`config.mk`:
```
export PLATFORM = sky130hd
export DESIGN_NAME = kbd_op_queue
export DESIGN_NICKNAME = d
export VERILOG_FILES = /design/src/rtl/kbd_pkg.sv /design/src/rtl/sync_2ff.sv /design/src/rtl/kbd_op_queue.sv
export SDC_FILE = /design/constraint.sdc
export NUM_CORES = 1
export LEC_CHECK = 0
export CORE_ASPECT_RATIO = 0.75
export CORE_UTILIZATION = 34
export CTS_BUF_LIST = sky130_fd_sc_hd__clkbuf_4 sky130_fd_sc_hd__clkbuf_8 sky130_fd_sc_hd__clkbuf_16
export DETAILED_ROUTE_END_ITERATION = 10
export HOLD_SLACK_MARGIN = 0.1
export PLACE_DENSITY_LB_ADDON = 0.12
export SYNTH_ARGS = -nofsm -noshare
export SYNTH_HDL_FRONTEND = slang
export SYNTH_SLANG_ARGS = --single-unit
```
`constraint.sdc`:
```
create_clock -name clock -period 2 [get_ports clock]
set_input_delay 0.2 -clock clock [delete_from_list [all_inputs] [get_ports clock]]
set_output_delay 0.2 -clock clock [all_outputs]
set_load 0.1 [all_outputs]
```
`src/rtl/kbd_pkg.sv`:
```
// Shared types for the keyboard operation queue: op-code width and type,
// plus the upstream handshake FSM states.
package kbd_pkg;

    localparam int DATA_WIDTH = 3;

    typedef logic [DATA_WIDTH-1:0] kbd_op_t;

    typedef enum logic {
        IDLE = 1'b0,
        ACK  = 1'b1
    } kbd_up_state_e;

endpackage

```
`src/rtl/sync_2ff.sv`:
```
// Two-flop synchronizer for asynchronous level inputs; resets to 0.
module sync_2ff #(
    parameter int WIDTH = 1
) (
    input  logic             clk,
    input  logic             rst_n,
    input  logic [WIDTH-1:0] d,
    output logic [WIDTH-1:0] q
);

    logic [WIDTH-1:0] meta_q;
    logic [WIDTH-1:0] sync_q;

    always_ff @(posedge clk or negedge rst_n) begin
        if (!rst_n) begin
            meta_q <= '0;
            sync_q <= '0;
        end else begin
            meta_q <= d;
            sync_q <= meta_q;
        end
    end

    assign q = sync_q;

endmodule

```
`src/rtl/kbd_op_queue.sv`:
```
// Circular FIFO of key operations between the decoder handshake and game logic.
// Define KBD_QUEUE_OVERWRITE_EN to overwrite the oldest entry when full.
module kbd_op_queue
    import kbd_pkg::*;
#(
    parameter int DEPTH          = 8,
    parameter int DATA_WIDTH     = 3,
    parameter int DROP_CNT_WIDTH = 8
) (
    input  logic                         clock,
    input  logic                         reset_n,
    input  logic                         in_ready,
    input  logic [DATA_WIDTH-1:0]        in_data,
    output logic                         in_read_fin,
    output logic                         out_ready,
    output logic [DATA_WIDTH-1:0]        out_data,
    input  logic                         out_read_fin,
    input  logic                         flush,
    output logic [$clog2(DEPTH+1)-1:0]   count,
    output logic [DROP_CNT_WIDTH-1:0]    drop_cnt
);

    localparam int PTR_W = $clog2(DEPTH);
    localparam int CNT_W = $clog2(DEPTH+1);

    logic                  in_ready_s;
    kbd_up_state_e         state_q, state_d;
    logic [DATA_WIDTH-1:0] mem_q [DEPTH];
    logic [DATA_WIDTH-1:0] mem_d [DEPTH];
    logic [PTR_W-1:0]      head_q, head_d;
    logic [PTR_W-1:0]      tail_q, tail_d;
    logic [CNT_W-1:0]      count_q, count_d;
    logic                  rd_fin_q, rd_fin_d;
    logic                  push_ok, capture, pop, drop, push_eff;

    sync_2ff #(.WIDTH(1)) u_in_ready_sync (
        .clk   (clock),
        .rst_n (reset_n),
        .d     (in_ready),
        .q     (in_ready_s)
    );

`ifdef KBD_QUEUE_OVERWRITE_EN
    logic                      full;
    logic [DROP_CNT_WIDTH-1:0] drop_cnt_q, drop_cnt_d;

    assign full    = (count_q == CNT_W'(DEPTH));
    assign push_ok = 1'b1;
`else
    assign push_ok = (count_q < CNT_W'(DEPTH));
`endif

    always_comb begin
        state_d  = state_q;
        mem_d    = mem_q;
        head_d   = head_q;
        tail_d   = tail_q;
        count_d  = count_q;
        rd_fin_d = out_read_fin;

        // The FSM acks a capture even in a flush cycle; only the storage discards it.
        capture = (state_q == IDLE) && in_ready_s && push_ok;
        pop     = out_read_fin && !rd_fin_q && (count_q != '0);
`ifdef KBD_QUEUE_OVERWRITE_EN
        drop    = capture && full && !pop && !flush;
`else
        drop    = 1'b0;
`endif
        push_eff = capture && !drop;

        unique case (state_q)
            IDLE: if (capture)     state_d = ACK;
            ACK:  if (!in_ready_s) state_d = IDLE;
            default:               state_d = IDLE;
        endcase

        if (flush) begin
            head_d  = '0;
            tail_d  = '0;
            count_d = '0;
        end else begin
            if (capture) begin
                mem_d[tail_q] = in_data;
                tail_d        = tail_q + PTR_W'(1);
            end
            if (pop || drop) head_d = head_q + PTR_W'(1);
            if (push_eff && !pop)      count_d = count_q + CNT_W'(1);
            else if (pop && !push_eff) count_d = count_q - CNT_W'(1);
        end
    end

`ifdef KBD_QUEUE_OVERWRITE_EN
    always_comb begin
        drop_cnt_d = drop_cnt_q;
        if (drop && (drop_cnt_q != '1)) drop_cnt_d = drop_cnt_q + DROP_CNT_WIDTH'(1);
    end

    always_ff @(posedge clock or negedge reset_n) begin
        if (!reset_n) drop_cnt_q <= '0;
        else          drop_cnt_q <= drop_cnt_d;
    end

    assign drop_cnt = drop_cnt_q;
`else
    assign drop_cnt = '0;
`endif

    always_ff @(posedge clock or negedge reset_n) begin
        if (!reset_n) begin
            state_q  <= IDLE;
            mem_q    <= '{default: '0};
            head_q   <= '0;
            tail_q   <= '0;
            count_q  <= '0;
            rd_fin_q <= 1'b0;
        end else begin
            state_q  <= state_d;
            mem_q    <= mem_d;
            head_q   <= head_d;
            tail_q   <= tail_d;
            count_q  <= count_d;
            rd_fin_q <= rd_fin_d;
        end
    end

    assign in_read_fin = (state_q == ACK);
    assign out_ready   = (count_q != '0);
    assign out_data    = mem_q[head_q];
    assign count       = count_q;

endmodule

```
==> summary.txt <==
Status
  • Result of the run: complete, but fails checks
  • Violations in the final reports: negative setup slack

Setup path
  • Cell class contributing the biggest share of worst-path delay: simple AND/OR/NAND/NOR gates
  • Crit path largest cell delay: about 0.47 ns
  • Critical Path, Cell by Cell: or3b_4 > or3_4 > nor3b_4 > mux2_2
  • Critical path class: reg -> reg
  • Launch point of the worst reg-to-reg path: in_read_fin$_DFF_PN0_
  • R2R Setup Slk: -0.04 ns
  • Data required time at the worst endpoint: ~2.2 ns
  • Endpoint kind of the worst setup timing path: register
  • Library cell contributing the largest single delay on the critical path: dfrtp_4
  • Reg2Reg Depth: 4
  • Total buffers and inverters traversed by the critical path: 0
  • Setup crit start kind: register
  • Largest driver fanout on the critical path: 4
  • CP arrival: around 2.2 ns
  • Reg-to-Reg End: mem_q[11]$_DFFE_PN0P_
  • Crit. Startpoint: in_read_fin$_DFF_PN0_

Power and ir drop
  • Final Total Pwr: 3.24 mW
  • VDD IR max: 537 uV
  • LEAKAGE: around 1.1 nW
  • PD cells: roughly 1300 nW/um^2

Layout
  • Post-layout util: 0.451
  • Number of diodes: 0
  • Most frequent standard cell in the layout excluding fill and tap cells: dfrtp_1
  • Count of nets after finishing: 192
  • Summed area of non-filler cells in the final layout: 2440 um^2
  • Area overhead of the layout relative to synthesis: 26.4%
  • Filler-free cell count of the finished design: 255
  • Sequential cell area: just under 1000 um^2
  • Multi-input logic area: 948 um^2
  • Fraction of layout instances using a drive strength above 1: 0.444
  • Number of fill cells: 513
  • Most frequent cells in the layout: dfrtp_1 (33), mux2_2 (21), buf_4 (17), nor2_1 (8), conb_1 (8)

Logic synthesis
  • Most area-consuming cells after synthesis: dfrtp_1 (49%), mux2_2 (16%), mux4_2 (7.0%), buf_4 (3.1%), ha_1 (2.6%)
  • Library cell occupying the most area in the post-synthesis netlist: dfrtp_1
  • Number of synthesized register bits: 38
  • XOR/XNOR Fraction of Synth Area: 0.0273
  • Top-area cell type share of the netlist area: 0.493
  • Netlist area before placement: 1930 um^2
  • Post-synthesis share of cell area spent on and, or, nand and nor gates: 0.117
  • Post-synthesis average cell area: between 10 and 15 um^2
  • Main combinational cell family by area after synthesis: multiplexers
  • Cell count after synthesis: 147
  • Proportion of synthesized chip area in sequential cells: 0.493
  • Post-synth cell types: 34
  • Compound-Gate Fraction of Synth Area: 0.0357
  • Mux share of post-synthesis cell area: 0.233
  • Adder-cell share of the synthesized area: 0.0363
  • Yosys Warn Count: 0

Detailed routing
  • Count of TritonRoute iterations in the first routing pass: 4
  • Vias per cell: roughly 4.7
  • Routed via count: 1211
  • Final WL: 3810 um
  • Number of remaining DRC errors: 0
  • Detailed Route Iter0 Violations: 24
  • Detail Route Antenna Nets: 0
  • Detail-routed net length per standard cell: 14.9 um

Timing
  • Share of the cycle needed by the critical path after routing: 1.02
  • Worst Tran Pin Value: 0.694 ns
  • Hold Violations, Final: 0
  • Worst hold slack after final layout: 0.350 ns
  • Worst slew slack as a fraction of its limit: 0.537
  • Max Fclk: 490 MHz
  • Max-slew violations: 0
  • Setup TNS Final: -0.155 ns
  • Finish-stage setup viols: 7
  • Min cycle time layout: slightly above 2 ns
  • RSZ-0062 raised after global routing: yes
  • Fin worst setup slack: -0.0393 ns
  • Clock Skew: approximately 0.0058 ns

Placed design
  • Number of port buffers: 16
  • DP HPWL: roughly 2800 um
  • Final weighted congestion in routability-driven placement: about 0.76
  • Post-Place Cells: 245
  • Placed instance area: 2300 um^2
  • Post-placement setup slack: -0.0183 ns

Clock network
  • CTS tree: done
  • Clock Latency Late Sink: 0.29 ns
  • TritonCTS Sinks: 38
  • Number of buffers on the longest clock path: 2
  • CTS H-tree depth: 2
  • Clock buffers created by TritonCTS: 5
  • Root cell of the clock tree: clkbuf_8
  • Clock slew at the register clock pins of the worst setup and hold paths: 0.07 ns

Global routing
  • Total GRT Usage: 0.151
  • Via count of the first global-routing pass: between 1000 and 1500
  • Antenna violations before repair: 0
  • First-pass GRT wire length: 6610 um
  • Total congestion overflow: 0
  • Pin count of the biggest net entering global routing: 32

Flow run
  • Number of max-capacitance violations reported: 0

Hold path
  • Worst hold start: in_ready
  • Path class of the lowest-slack min-delay path: in -> reg
  • Cell depth of the worst hold path: 1
  • Worst hold endpoint: u_in_ready_sync.meta_q$_DFF_PN0_

Die
  • Number of cell rows: 23
  • I/O pin cnt: 25
  • Die footprint: 5980 um^2
  • Initial core utilization: 0.356
  • Height of the chip: 67.2 um
  • Die X: 89.0 um
  • Core area: 5410 um^2
## sequential cells by signal (all words and copies together), names as in the netlist
register,flops
mem_q,24
count,4
head_q,3
tail_q,3
in_read_fin,1
rd_fin_q,1
u_in_ready_sync.meta_q,1
u_in_ready_sync.q,1
## cells by family after synthesis
family	after synthesis
xor+xnor	6
fa+ha+maj	5
mux	34
other cells	1
buf+inv	18
simple gates	33
flops	38
compound gates	12
## Yosys cell counts (all sizes together)
master  count
inv         5
clkbuf      3
fa          1
mux2i       1
or3         1
nor2        8
or3b        1
a21boi      1
dfrtp      38
xor2        2
a21o        1
a31oi       1
o31ai       1
nor3b       6
nor2b       1
a21oi       4
nand2       5
mux2       27
nand3       2
nand2b      1
xnor2       4
nor4        1
nand3b      3
conb        1
mux4        6
o21ai       4
buf        10
ha          4
nor3        4
## worst register-to-register path, stage by stage, from the launching register on
cell and delay, ns:
dfrtp_4 0.47, or3b_4 0.41, or3_4 0.40, nor3b_4 0.28
mux2_2 0.36
## timing repair
action	in CTS	in global routing
pin swaps	0	3
setup endpoints to repair	10	16
endpoints found under the hold margin	29	0
buffers inserted	1	0
gates resized for setup	3	3
hold buffers	1	0
## report_power, final
part,switching (mW),total (mW),internal [mW]
Combinational,1.02,1.69,0.665
Sequential,0.0989,1.01,0.908
Clock,0.256,0.548,0.292
Total,1.38,3.24,1.87
## per-layer routing
metal	wire length [um]	global-route usage
met1	1950	0.224
met2	1700	0.217
met3	150	0.0403
met4	10	0.0437
met5	0	0
## worst max-delay path by stage
stage	to	slack (ns)	cells after the start
2_1_floorplan	mem_q[10]$_DFFE_PN0P_	-0.13	4
3_3_place_gp	mem_q[15]$_DFFE_PN0P_	-0.01	4
3_5_place_dp	mem_q[16]$_DFFE_PN0P_	-0.02	4
4_1_cts	mem_q[11]$_DFFE_PN0P_	-0.03	4
5_1_grt	mem_q[15]$_DFFE_PN0P_	-0.10	4
6_report	mem_q[11]$_DFFE_PN0P_	-0.04	4
## final cells by class
class,count,share of cell area
flip-flops and latches,38,0.397
multi-input cells,98,0.389
well taps,75,0.0385
repair buffers,31,0.129
clock inverters,1,0.00205
inverters,5,0.00770
clock buffers,7,0.0370
No activity file was read; power rests on OpenSTA's default activity.
